===== config.mk =====
export PLATFORM = sky130hd
export DESIGN_NAME = iir_ctrl
export DESIGN_NICKNAME = d
export VERILOG_FILES = /design/src/rtl/iir_ctrl.sv
export SDC_FILE = /design/constraint.sdc
export NUM_CORES = 1
export LEC_CHECK = 0
export ABC_AREA = 1
export CORE_ASPECT_RATIO = 1.5
export CORE_MARGIN = 2
export CORE_UTILIZATION = 50
export CTS_CLUSTER_DIAMETER = 150
export DETAILED_ROUTE_END_ITERATION = 16
export PLACE_DENSITY = 0.81
export SYNTH_ARGS = -nofsm -noshare
export SYNTH_HDL_FRONTEND = slang
export SYNTH_SLANG_ARGS = --single-unit

===== constraint.sdc =====
create_clock -name CLK -period 5.12 [get_ports CLK]
set_input_delay 1.024 -clock CLK [delete_from_list [all_inputs] [get_ports CLK]]
set_output_delay 1.024 -clock CLK [all_outputs]
set_load 0.03 [all_outputs]

===== src/rtl/iir_ctrl.sv =====
// Sequencing controller for an IIR filter: streams samples with an outstanding-count
// limit and swaps in a new coefficient set only once the filter pipeline has drained.
//
// state | meaning
// IDLE  | not streaming, waiting for EN or CFG_COMMIT
// RUN   | streaming samples while fewer than MAX_OUT are in flight
// DRAIN | commit pending, waiting for in-flight samples or the drain timeout
// LOAD  | one cycle: copy the shadow set to the active coefficients
// FLUSH | FILT_CLR held for FLUSH_CYC cycles, then back to IDLE
module iir_ctrl #(
    parameter int MAX_OUT   = 6,
    parameter int FLUSH_CYC = 2,
    parameter int DRAIN_TO  = 64
) (
    input  logic       CLK,
    input  logic       RST,
    input  logic       EN,
    input  logic [8:0] S_DIN,
    input  logic       S_VIN,
    output logic       S_RDY,
    input  logic       CFG_WE,
    input  logic [1:0] CFG_ADDR,
    input  logic [8:0] CFG_DATA,
    input  logic       CFG_COMMIT,
    output logic       CFG_BUSY,
    output logic [8:0] DIN,
    output logic       VIN,
    output logic [8:0] A12,
    output logic [8:0] B0,
    output logic [8:0] B1A1,
    output logic [8:0] B1mB0A1,
    input  logic       VOUT,
    output logic       FILT_CLR,
    output logic       ERR
);

    typedef enum logic [2:0] {IDLE, RUN, DRAIN, LOAD, FLUSH} state_t;

    state_t     state;
    logic [3:0] cnt;
    logic [3:0] cnt_nxt;
    logic [7:0] drain_cnt;
    logic [3:0] flush_cnt;
    logic [8:0] shadow [4];
    logic       accept;
    logic       vout_err;

    assign S_RDY    = (state == RUN) && (cnt < 4'(MAX_OUT));
    assign CFG_BUSY = (state == DRAIN) || (state == LOAD) || (state == FLUSH);
    assign accept   = S_VIN && S_RDY;

    // A simultaneous accept and VOUT cancel out; a VOUT with nothing in flight is an error.
    always_comb begin
        cnt_nxt  = cnt;
        vout_err = 1'b0;
        if (accept && !VOUT) begin
            cnt_nxt = cnt + 4'd1;
        end else if (!accept && VOUT) begin
            if (cnt == 4'd0) vout_err = 1'b1;
            else             cnt_nxt  = cnt - 4'd1;
        end
    end

    always_ff @(posedge CLK) begin
        if (RST) begin
            state     <= IDLE;
            cnt       <= 4'd0;
            drain_cnt <= 8'd0;
            flush_cnt <= 4'd0;
            VIN       <= 1'b0;
            DIN       <= 9'd0;
            A12       <= 9'd0;
            B0        <= 9'd0;
            B1A1      <= 9'd0;
            B1mB0A1   <= 9'd0;
            FILT_CLR  <= 1'b0;
            ERR       <= 1'b0;
            for (int i = 0; i < 4; i++) shadow[i] <= 9'd0;
        end else begin
            VIN <= accept;
            if (accept) DIN <= S_DIN;
            cnt <= cnt_nxt;
            if (vout_err) ERR <= 1'b1;
            if (CFG_WE) shadow[CFG_ADDR] <= CFG_DATA;

            case (state)
                IDLE: begin
                    if (CFG_COMMIT) begin
                        state     <= DRAIN;
                        drain_cnt <= 8'd0;
                    end else if (EN) begin
                        state <= RUN;
                    end
                end
                RUN: begin
                    if (CFG_COMMIT) begin
                        state     <= DRAIN;
                        drain_cnt <= 8'd0;
                    end else if (!EN) begin
                        state <= IDLE;
                    end
                end
                DRAIN: begin
                    drain_cnt <= drain_cnt + 8'd1;
                    if (cnt == 4'd0 && !VIN) begin
                        state <= LOAD;
                    end else if (drain_cnt == 8'(DRAIN_TO - 1)) begin
                        state <= LOAD;
                        if (cnt != 4'd0) ERR <= 1'b1;
                    end
                end
                LOAD: begin
                    // Shadow values read here predate any same-cycle CFG_WE.
                    A12       <= shadow[0];
                    B0        <= shadow[1];
                    B1A1      <= shadow[2];
                    B1mB0A1   <= shadow[3];
                    cnt       <= 4'd0;
                    flush_cnt <= 4'(FLUSH_CYC - 1);
                    FILT_CLR  <= 1'b1;
                    state     <= FLUSH;
                end
                FLUSH: begin
                    if (flush_cnt == 4'd0) begin
                        FILT_CLR <= 1'b0;
                        state    <= IDLE;
                    end else begin
                        flush_cnt <= flush_cnt - 4'd1;
                    end
                end
                default: state <= IDLE;
            endcase
        end
    end

endmodule


==> metrics.cfg <==
[cts]
cts-root-buf=clkbuf_16
cts_tree=yes
h-tree-depth=3
cts_buffers=9
clockBufferDepth=2
clock_latency_ns=0.35
clock-sinks=103
postCtsSetupRepairBufs=0
cts_resized=0
clk_pin_slew_worst_paths_ns=0.07
hold_buffers=0

[sta]
period_needed_ns=3.36
hold_violations=0
rsz0062_at_grt=no
max_freq_ghz=0.298
fin_ws_ns=1.76
final-max-slew-violation-count=0
setup_viol_count_final=0
setup_tns_ns=0
skew_ns=0.00758
relSlewSlack_pct=16.2
hold_slack_ns=0.471
fin_crit_sh_pct=65.6
tightest_slew_ns=1.25

[synth]
synth_top_area_share_pct=32.0
syn_area_um2=4190
syn_nets=529
ys_warn_count=0
synth-simple-area-share_pct=23.6
yosys-top-cells-area=dfxtp_1 32%, edfxtp_1 26%, nor2_1 13%, nand2_1 5.6%, o21ai_0 4.8%
synth_top_family_by_area=simple AND/OR/NAND/NOR gates
synth_compound_area_share_pct=7.79
synth_seq_area_share_pct=57.8
async_reset_ff_share_pct=0
ys_types=30
syn_inst=494
synth_area_per_cell_um2=8.49
synth-edff-count=36
synth_ff_type=dfxtp_1
synthMuxAreaShare_pct=0
synth_largest_area_cell=dfxtp_1
synth-xor-area-share_pct=0.418
synth-adder-area-share_pct=2.57
synthTopCellsByCount=145 x nor2_1, 67 x dfxtp_1, 63 x nand2_1
synthMostInstantiatedCell=nor2_1
ys_ff_latch=103

[pwr]
internal-power_mw=1.54
power.leakage_nw=2.26
seqPwrFrac_pct=44.6
pwr-share-comb_pct=24.8
swShare_pct=31.6
pwr_density_cell_nw_per_um2=426
vdd_ir_drop_max_uv=285
finalPower_mw=2.24
power_switching_uw=709
clockPowerShare_pct=30.6

[hold_path]
hold_depth=2
min_path_type=reg -> reg

[grt]
grt.total_usage_pct=21.9
grt_pass1_wl_mm=15.3
overflow=0
grt_max_degree=39
antenna_found_initial=0
first_global_vias=3314

[routing]
drcViolationCount=0
first_pass_iters=5
vias=3392
wl_per_cell_um=14.0
drt_iter0_markers=215
wl_mm=9.47
drt-vias-per-instance=5.03
ant_nets=0

[critical_path]
cp.arrival_ns=3.33
worst_setup_path_start_kind=input port
endpoint_kind=flip-flop
critPathMaxFanout=36
worstSetupPathType=in -> reg
worstPathRequired_ns=5.09
rr_worst_depth=13

[place]
portBuffers=76
place_congestion=0.919
hpwlAfterDp_mm=6.46
pre_cts_slack_ns=1.42

[final_layout]
syn_to_final_growth_pct=25.6
fin_nets=600
num-fill-cells=648
drive_gt1_share_pct=4.91
diodes=0

[floorplanning]
core_um2=8060
die_w_um=78.8
initial_utilization_pct=52.0
num_rows=40
die_h_um=116
dieArea_um2=9150
num_io_pins=77

[job]
cap_violations=0

[outcome]
status=finished clean

[cell type report]
| type | instances | area [um^2] | area share [%] |
|---|---|---|---|
| sequential | 103 | 2420 | 46.0 |
| multi-input combinational | 319 | 1440 | 27.4 |
| clock inverter | 6 | 67.6 | 1.28 |
| inverter | 55 | 206 | 3.92 |
| tap | 105 | 131 | 2.49 |
| clock buffer | 10 | 229 | 4.35 |
| timing repair buffer | 77 | 768 | 14.6 |
[critical path, stage by stage]
cell             delay (ns)
clkdlybuf4s50_1        0.80
clkinv_1               0.59
buf_4                  0.44
o21ai_0                0.48
[power groups by stage]
stage | sequential [mW] | combinational [mW] | clock [mW]
floorplan | 1.10 | 0.298 | 0
global placement | 1.01 | 0.542 | 0
detailed placement | 1.02 | 0.557 | 0
CTS | 1.00 | 0.561 | 0.690
global route | 1.01 | 0.626 | 0.725
finish | 1.00 | 0.557 | 0.686
[per-stage QoR]
stage,util (%),cell area [um^2],cells
floorplan,-,4190,494
global placement,61.7,4970,659
detailed placement,61.7,4970,659
CTS,65.4,5270,675
global route,65.4,5270,675
finish,65.4,5270,675
[path summary, 6_finish.rpt]
kind,startpoint,end,slack [ns]
setup / recovery,RST,shadow[2][7]$_SDFFCE_PN0P_,1.76
setup reg to reg,state[1]$_SDFFE_PP0P_,cnt[3]$_SDFFE_PP0P_,2.71
hold / removal,shadow[1][0]$_SDFFCE_PN0P_,B0[0]$_SDFFE_PP0P_,0.47
hold reg to reg,shadow[1][0]$_SDFFCE_PN0P_,B0[0]$_SDFFE_PP0P_,0.47
[registers in the layout, indices dropped and copies added, names as in the netlist]
register	count
B1mB0A1	9
ERR	1
state	3
DIN	9
VIN	1
cnt	4
A12	9
drain_cnt	8
B1A1	9
flush_cnt	4
FILT_CLR	1
shadow	36
B0	9
[layout by cell type, fill, tap and decap left out, types with 3 or more instances in the layout]
| cell type | n |
|---|---|
| nand2_2 | 3 |
| o21ai_0 | 40 |
| dfxtp_1 | 67 |
| nor2_1 | 145 |
| a21oi_1 | 18 |
| nor3_1 | 14 |
| ha_1 | 7 |
| inv_1 | 48 |
| clkbuf_16 | 9 |
| inv_2 | 4 |
| nand2_1 | 63 |
| clkinv_1 | 4 |
| nand3_1 | 12 |
| edfxtp_1 | 36 |
| o21ai_1 | 4 |
| clkdlybuf4s50_1 | 76 |
[metal layers]
layer,share of wire [%],track usage [%]
met1,38,23.9
met2,55,40.1
met5,0,0
met4,2.7,9.71
met3,4.8,5.02
[cells by family after synthesis]
| logic type | after synthesis |
|---|---|
| XOR/XNOR | 2 |
| buffers and inverters | 72 |
| flip-flops | 103 |
| AO/OA/AOI/OAI | 64 |
| adder cells (fa/ha/maj) | 8 |
| AND/OR/NAND/NOR | 245 |
(Power assumes the default switching activity.)
